## src/rtl/fp16_addsub_seq.sv

```systemverilog
// fp16_addsub_seq
//   Issue/return sequencer for an external fixed-latency FP16 add/sub pipeline.
//   A request is registered and issued to the pipeline one cycle after it is
//   accepted. A valid/tag shift register follows each operation through the
//   pipeline. When the operation reaches the tail, the raw pipeline result and
//   its tag are written into an in-order result FIFO. Credit counts operations
//   in flight plus results buffered, so a capture never meets a full FIFO.
//   FP16 values pass through untouched.
//
// Ports
//   clk, rst                   clock; asynchronous active-high reset
//   in_valid/in_ready          request handshake
//   in_a, in_b, in_sub, in_tag request operands (x, y, 1 = x-y) and tag
//   pipe_arg_0/1/2, pipe_issue operands and one-cycle strobe to the pipeline
//   pipe_ret                   pipeline result, valid LATENCY cycles after issue
//   out_valid/out_ready        result handshake
//   out_data, out_tag          FIFO head result and its tag
//   busy                       anything issued, in flight or buffered
module fp16_addsub_seq #(
  parameter int LATENCY = 5,
  parameter int DEPTH   = 4,
  parameter int TAG_W   = 4
) (
  input  logic             clk,
  input  logic             rst,
  input  logic             in_valid,
  output logic             in_ready,
  input  logic [15:0]      in_a,
  input  logic [15:0]      in_b,
  input  logic             in_sub,
  input  logic [TAG_W-1:0] in_tag,
  output logic [15:0]      pipe_arg_0,
  output logic [15:0]      pipe_arg_1,
  output logic             pipe_arg_2,
  output logic             pipe_issue,
  input  logic [15:0]      pipe_ret,
  output logic             out_valid,
  input  logic             out_ready,
  output logic [15:0]      out_data,
  output logic [TAG_W-1:0] out_tag,
  output logic             busy
);

  localparam int CNT_W = $clog2(DEPTH + 1);
  localparam int PTR_W = (DEPTH > 1) ? $clog2(DEPTH) : 1;
  localparam logic [CNT_W:0]   CREDIT_MAX = (CNT_W + 1)'(DEPTH);
  localparam logic [PTR_W-1:0] PTR_LAST   = PTR_W'(DEPTH - 1);

  logic             accept;
  logic             capture;
  logic             pop;

  logic             issue_q;
  logic [15:0]      arg_a_q;
  logic [15:0]      arg_b_q;
  logic             arg_sub_q;
  logic [TAG_W-1:0] arg_tag_q;

  logic [LATENCY-1:0] vld_sr;
  logic [TAG_W-1:0]   tag_sr [LATENCY];

  logic [CNT_W-1:0] outstanding;
  logic [CNT_W-1:0] count;
  logic [CNT_W:0]   credit_used;
  logic [PTR_W-1:0] wr_ptr;
  logic [PTR_W-1:0] rd_ptr;

  logic [15:0]      data_mem [DEPTH];
  logic [TAG_W-1:0] tag_mem  [DEPTH];

  // NOTE: in_ready depends only on registered counters (and rst), never on
  // in_valid or out_ready. This keeps both handshakes free of combinational
  // loops. The cost is that a pop frees its credit one cycle later.
  assign credit_used = {1'b0, outstanding} + {1'b0, count};
  assign in_ready    = !rst && (credit_used < CREDIT_MAX);
  assign accept      = in_valid && in_ready;
  assign capture     = vld_sr[LATENCY-1];
  assign out_valid   = (count != '0);
  assign pop         = out_valid && out_ready;

  // The storage array has no reset, so the head is forced to zero while the
  // FIFO is empty. This makes out_data/out_tag read 0 during and after reset.
  assign out_data = out_valid ? data_mem[rd_ptr] : '0;
  assign out_tag  = out_valid ? tag_mem[rd_ptr]  : '0;

  // outstanding is counted from accept, so it already covers an issue pending
  // for the next cycle. issue_q is OR-ed in anyway to make the intent explicit.
  assign busy = (outstanding != '0) || (count != '0) || issue_q;

  assign pipe_issue = issue_q;
  assign pipe_arg_0 = arg_a_q;
  assign pipe_arg_1 = arg_b_q;
  assign pipe_arg_2 = arg_sub_q;

  // Issue stage: operand registers hold their last values between issues.
  // NOTE: every clocked block uses non-blocking assignments. All registers
  // then sample pre-edge values, whatever the order in which blocks run.
  always_ff @(posedge clk or posedge rst) begin
    if (rst) begin
      issue_q   <= 1'b0;
      arg_a_q   <= '0;
      arg_b_q   <= '0;
      arg_sub_q <= 1'b0;
      arg_tag_q <= '0;
    end else begin
      issue_q <= accept;
      if (accept) begin
        arg_a_q   <= in_a;
        arg_b_q   <= in_b;
        arg_sub_q <= in_sub;
        arg_tag_q <= in_tag;
      end
    end
  end

  // Shadow of the external pipeline. Stage 0 is loaded from the issue cycle,
  // so the tail is valid exactly when pipe_ret carries the matching result.
  always_ff @(posedge clk or posedge rst) begin
    if (rst) begin
      vld_sr <= '0;
      for (int i = 0; i < LATENCY; i++) tag_sr[i] <= '0;
    end else begin
      vld_sr[0] <= issue_q;
      tag_sr[0] <= arg_tag_q;
      for (int i = 1; i < LATENCY; i++) begin
        vld_sr[i] <= vld_sr[i-1];
        tag_sr[i] <= tag_sr[i-1];
      end
    end
  end

  // Counters and pointers. Simultaneous events cancel, so nothing is lost
  // when accept, capture and pop coincide.
  always_ff @(posedge clk or posedge rst) begin
    if (rst) begin
      outstanding <= '0;
      count       <= '0;
      wr_ptr      <= '0;
      rd_ptr      <= '0;
    end else begin
      case ({accept, capture})
        2'b10:   outstanding <= outstanding + CNT_W'(1);
        2'b01:   outstanding <= outstanding - CNT_W'(1);
        default: outstanding <= outstanding;
      endcase
      case ({capture, pop})
        2'b10:   count <= count + CNT_W'(1);
        2'b01:   count <= count - CNT_W'(1);
        default: count <= count;
      endcase
      if (capture) wr_ptr <= (wr_ptr == PTR_LAST) ? '0 : wr_ptr + PTR_W'(1);
      if (pop)     rd_ptr <= (rd_ptr == PTR_LAST) ? '0 : rd_ptr + PTR_W'(1);
    end
  end

  // NOTE: the FIFO storage is deliberately not reset. Its contents are
  // meaningless while count is zero, and the outputs are gated above.
  always_ff @(posedge clk) begin
    if (capture) begin
      data_mem[wr_ptr] <= pipe_ret;
      tag_mem[wr_ptr]  <= tag_sr[LATENCY-1];
    end
  end

endmodule

```

## config.mk

```make
export PLATFORM = sky130hd
export DESIGN_NAME = fp16_addsub_seq
export DESIGN_NICKNAME = d
export VERILOG_FILES = /design/src/rtl/fp16_addsub_seq.sv
export SDC_FILE = /design/constraint.sdc
export NUM_CORES = 1
export LEC_CHECK = 0
export CAP_MARGIN = 20
export CORE_MARGIN = 2
export CORE_UTILIZATION = 45
export CTS_CLUSTER_DIAMETER = 120
export DETAILED_ROUTE_END_ITERATION = 10
export GPL_ROUTABILITY_DRIVEN = 0
export PLACE_DENSITY = 0.71
export SYNTH_ARGS = -nofsm -noshare
export SYNTH_HDL_FRONTEND = slang
export SYNTH_SLANG_ARGS = --single-unit
```

## constraint.sdc

```tcl
create_clock -name clk -period 4.49 [get_ports clk]
set_input_delay 0.449 -clock clk [delete_from_list [all_inputs] [get_ports clk]]
set_output_delay 0.449 -clock clk [all_outputs]
set_load 0.01 [all_outputs]
```

==> results.cfg, run 1 <==
[synthesis]
synth_top_area_cell = edfxtp_1
synth_edf_count = 80
synth-adder-area-share_pct = 2.65
synth_commonest_cells = edfxtp_1, dfrtp_1, mux2_2
muxShareOfSynthArea_pct = 16.5
synthSimpleGateAreaFrac_pct = 4.11
ys.flop_type = edfxtp_1
synth_top_family_by_area = multiplexers
syn_area_per_cell_sq_um = 19.8
syn_nets = 359
netlist_area_sq_mm = 0.00576
yosysMostFrequentCell = edfxtp_1
synth_xor_area_share_pct = 0.913
seq_area_frac_synth_pct = 73.5
synthCells = 291
synthArstFlopShare_pct = 47.7
yosysTopAreaCellShare_pct = 41.7
synth.area.top_cells = edfxtp_1, dfrtp_1, mux4_2
ys_ff_latch = 153
synth_compound_area_share_pct = 0.174
ys_types = 25
synth_warnings = 0

[layout]
area_growth_pct = 34.4
instances_no_fill = 604
layout-drive-gt1-share_pct = 22.9
num_antenna_cells = 0
layout.nets = 487

[clock_tree]
tritoncts = done
cts_resized = 0
holdBufCountCts = 0
clk_latency_ps = 410
cts.path.max_buffers = 2
htreeDepth = 4
clk_pin_slew_worst_paths_ps = 60
cts_root_buffer = clkbuf_16
cts-buffers-inserted = 17
clock-sinks = 153
cts_setup_buffers = 0

[place]
placedCellCount = 568
io_buffers = 113
post-dp-hpwl_um = 6220

[setup_path]
path_class = flop to output pin
slowest_delay_ps = 540
slowest_stage = dfrtp_1
cp_max_fo = 13
endpoint_kind = output pin
crit_chain = buf_16, buf_4, mux4_2, and2_1, clkdlybuf4s50_1
path_buf_inv = 3
crit_arrival_ps = 2480
path_delay_family = buffers and inverters
cp-start-kind = flop
critPathRequiredTime_ps = 4040

[floorplan]
start_util_pct = 45.8
fp.dieH_um = 117
die_area_sq_mm = 0.0137
ios = 114
core_sq_mm = 0.0126
die_w_um = 117
row_count = 41

[sta]
final-max-slew-violation-count = 0
clock.fmax_ghz = 0.341
finalCriticalPeriod_ps = 2930
min_period_over_period_pct = 65.3
skew_ps = 2.97
worstMarginPinSlew_ps = 1070
rsz0062_at_grt = no
slew-limit-headroom_pct = 28.6
finalHoldViolations = 0
setup_violations = 0
tns_ps = 0

[power_and_ir_drop]
power_density_mw_per_mm2 = 679
peakVddDrop_v = 0.000387
leakage_nw = 2.94

[global_routing]
antenna_found_initial = 0
grt_start_max_net_pins = 51
grt_usage_pct = 15.7
overflow = 0
grt_pass1_wl_um = 15800
grt_pass1_vias = 3139

[drt]
drc = 0
vias_per_cell = 4.84
postRouteAntennaNets = 0
wl_met2_um = 4700
top_layer = met4
wl_met3_um = 733
drt_wl_total_um = 9880
drt-met1-wl_um = 4350
drtPass1Iterations = 4
vias = 2921
drt_iter0_markers = 124
routedWlPerCell_um = 16.4

[worst_hold_path]
min_path_type = flop to flop

[outcome]
status = completed

[run]
drv_cap = 0
[placed cells by master (no fill, tap or decap), drive strengths merged, types with 6 or more instances in the layout]
| cell | n |
|---|---|
| clkdlybuf4s50 | 113 |
| edfxtp | 80 |
| dfrtp | 73 |
| mux2 | 39 |
| and2 | 26 |
| mux4 | 20 |
| clkbuf | 18 |
| inv | 13 |
| ha | 9 |
| clkinv | 6 |
| buf | 6 |
[cell families (layout without fill, tap and decap cells)]
logic type                 count (synthesis)  count (layout)
xor gates and xnor gates                   6               6
buffers and inverters                     21             162
DFF                                      153             153
adders and majority gates                 11              11
muxes                                     61              61
AOI/OAI and AO/OA                          2               2
and+or+nand+nor                           37              37
[per-stage QoR]
stage	power [mW]	hold WS (ps)	setup WS, ps	utilization, %	cell area (sq um)
6_report	5.25	346	1560	61.6	7740
5_1_grt	5.55	355	1410	61.6	7740
4_1_cts	5.28	344	1050	60.7	7630
3_5_place_dp	3.83	335	1490	55.9	7030
3_3_place_gp	3.76	332	1530	55.9	7030
2_1_floorplan	3.04	331	2190	-	5760
[sequential cells by signal, indices dropped and copies added (netlist names)]
name and flops:
pipe_issue 1, count 3, tag_mem 16, outstanding 3
arg_tag_q 4, wr_ptr 2, pipe_arg_0 16, pipe_arg_1 16
vld_sr 5, pipe_arg_2 1, rd_ptr 2, tag_sr 20
data_mem 64
[power breakdown]
part	total (mW)	internal, mW	switching [mW]
Sequential	2.10	1.87	0.230
Combinational	1.72	1.08	0.635
Clock	1.43	0.877	0.556
[per-layer routing]
layer / vias up / global-route usage [%]
li1: 1329 / -
met1: 1480 / 19.8
met2: 101 / 24.4
met3: 11 / 6.64
met4: 0 / 6.12
met5: - / 0
[layout make-up]
| type | count | area (sq um) |
|---|---|---|
| Tap cell | 172 | 215 |
| Fill cell | 956 | 4830 |
| Timing Repair Buffer | 119 | 1250 |
| Clock buffer | 18 | 429 |
| Sequential cell | 153 | 4230 |
| Inverter | 11 | 41.3 |
| Multi-Input combinational cell | 117 | 1400 |
| Clock inverter | 14 | 174 |
[final timing paths]
path                                 from              to  slack, ps  depth (start not counted)
max in group asynchronous             rst  pipe_arg_1[13]       3200                          4
min in group asynchronous             rst    arg_tag_q[3]        410                          2
max                             rd_ptr[0]     out_data[1]       1560                          5
min reg2reg                     tag_sr[7]       tag_sr[3]        350                          0
max reg2reg                outstanding[2]  outstanding[2]       1890                         10
min                             tag_sr[7]       tag_sr[3]        350                          0
No activity file was read; power rests on OpenSTA's default activity.
==> inputs of run 2 (changes only) <==
- clock period: 4.49 -> 2.8 ns (I/O delays scaled with it)
==> run 2 against run 1 <==
Sequential power up 58%. Sequential cell count unchanged. Die area unchanged. Wire length down 0.64%. Sequential share of layout area down 0.40 points. Power up 65%. Global-route usage up 0.060 points. Highest routed layer unchanged.
==> results.cfg, run 2 (synthesis results as in run 1) <==
[floorplan]
row_count = 41
start_util_pct = 45.8
fp.dieH_um = 117
ios = 114
die_area_sq_mm = 0.0137
die_w_um = 117
core_sq_mm = 0.0126

[clock_tree]
cts_resized = 0
holdBufCountCts = 0
clk_pin_slew_worst_paths_ps = 60
clock-sinks = 153
clk_latency_ps = 410
cts_setup_buffers = 0
htreeDepth = 4
cts-buffers-inserted = 17
tritoncts = done
cts_root_buffer = clkbuf_16
cts.path.max_buffers = 2

[setup_path]
cp-start-kind = flop
path_class = flop to output pin
cp.depth = 4
critPathRequiredTime_ps = 2520
r2r_cells = 10
crit_chain = buf_12, mux4_2, and2_1, clkdlybuf4s50_1
path_buf_inv = 2
slowest_delay_ps = 530
cp_max_fo = 18
endpoint_kind = output pin
path_delay_family = buffers and inverters
slowest_stage = mux4_2
crit_arrival_ps = 2360

[drt]
routedWlPerCell_um = 16.1
vias = 2986
drc = 0
postRouteAntennaNets = 0
drt_wl_total_um = 9820
drtPass1Iterations = 4
drt_iter0_markers = 173
vias_per_cell = 4.90

[power_and_ir_drop]
peakVddDrop_v = 0.000597
finalPower_mw = 8.65
power_density_mw_per_mm2 = 1110
leakage_nw = 3.00

[global_routing]
antenna_found_initial = 0
overflow = 0
grt_start_max_net_pins = 47
grt_pass1_wl_um = 15800
grt_usage_pct = 15.8
grt_pass1_vias = 3183

[sta]
worstMarginPinSlew_ps = 941
tns_ps = 0
min_period_over_period_pct = 94.3
slew-limit-headroom_pct = 37.2
rsz0062_at_grt = no
setup_violations = 0
clock.fmax_ghz = 0.379
setup_ws_ps = 161
whs_ps = 346
finalHoldViolations = 0
finalCriticalPeriod_ps = 2640
final-max-slew-violation-count = 0
skew_ps = 6.35

[place]
post-place-ws_ps = 410
io_buffers = 113
post-dp-hpwl_um = 6230
placedCellCount = 577
dpl-instance-area_sq_mm = 0.00711

[layout]
layout.cells.most_common = clkdlybuf4s50_1
fill_cells = 935
final_util_pct = 62.0
layout-drive-gt1-share_pct = 24.0
layout.nets = 492
final_area_sq_mm = 0.00779
top_regs = data_mem x64, tag_sr x20
largest_reg_flops = 64
num_antenna_cells = 0
top_register = data_mem
instances_no_fill = 609
mostFrequentLayoutCells = clkdlybuf4s50_1, edfxtp_1, dfrtp_1
area_growth_pct = 35.4

[worst_hold_path]
holdPathStages = 0
min_path_type = flop to flop

[run]
drv_cap = 0

[outcome]
status = completed
[run 2: cell count changes in the layout (fill, tap and decap cells not counted)]
cell,delta
buf_16,-3
buf_4,+8
bufinv_16,+1
clkbuf_16,+3
clkbuf_4,+2
clkbuf_8,+1
clkinv_1,-1
clkinv_2,-1
clkinv_4,-3
clkinvlp_4,-3
inv_4,+2
inv_6,-1
[run 2: where the power goes]
group / switching (mW) / leakage, nW / internal [mW]
Clock: 0.851 / 0.338 / 1.70
Sequential: 0.314 / 1.61 / 3.01
Combinational: 1.07 / 1.05 / 1.71
[run 2: worst paths after layout]
check	from	end	slack (ps)
worst max-delay path	rd_ptr[0]	out_tag[2]	160
worst min-delay path	tag_sr[13]	tag_sr[9]	350
worst max register to register	count[2]	outstanding[2]	500
worst min register to register	tag_sr[13]	tag_sr[9]	350
max in group asynchronous	rst	pipe_arg_0[11]	1660
min in group asynchronous	rst	pipe_arg_1[4]	440
[run 2: final cells by class]
type	instances	area [sq um]	area share (%)
clock buffers	24	533	6.84
clock inverters	8	150	1.93
inverters	11	41.3	0.530
multi-input cells	117	1400	17.9
flip-flops and latches	153	4230	54.3
well taps	172	215	2.76
repair buffers	124	1230	15.7
[run 2: per-layer routing]
metal  track usage [%]  share of wire (%)
met2              24.3                 47
met5                 0                  0
met1              19.2                 43
met3              7.11                8.6
met4              7.53                1.6
==> inputs of run 3 (changes only) <==
- ABC_CLOCK_PERIOD_IN_PS: default -> 2800
==> results of run 3 <==
Final layout, timing and power as in run 2 (identical DEF).
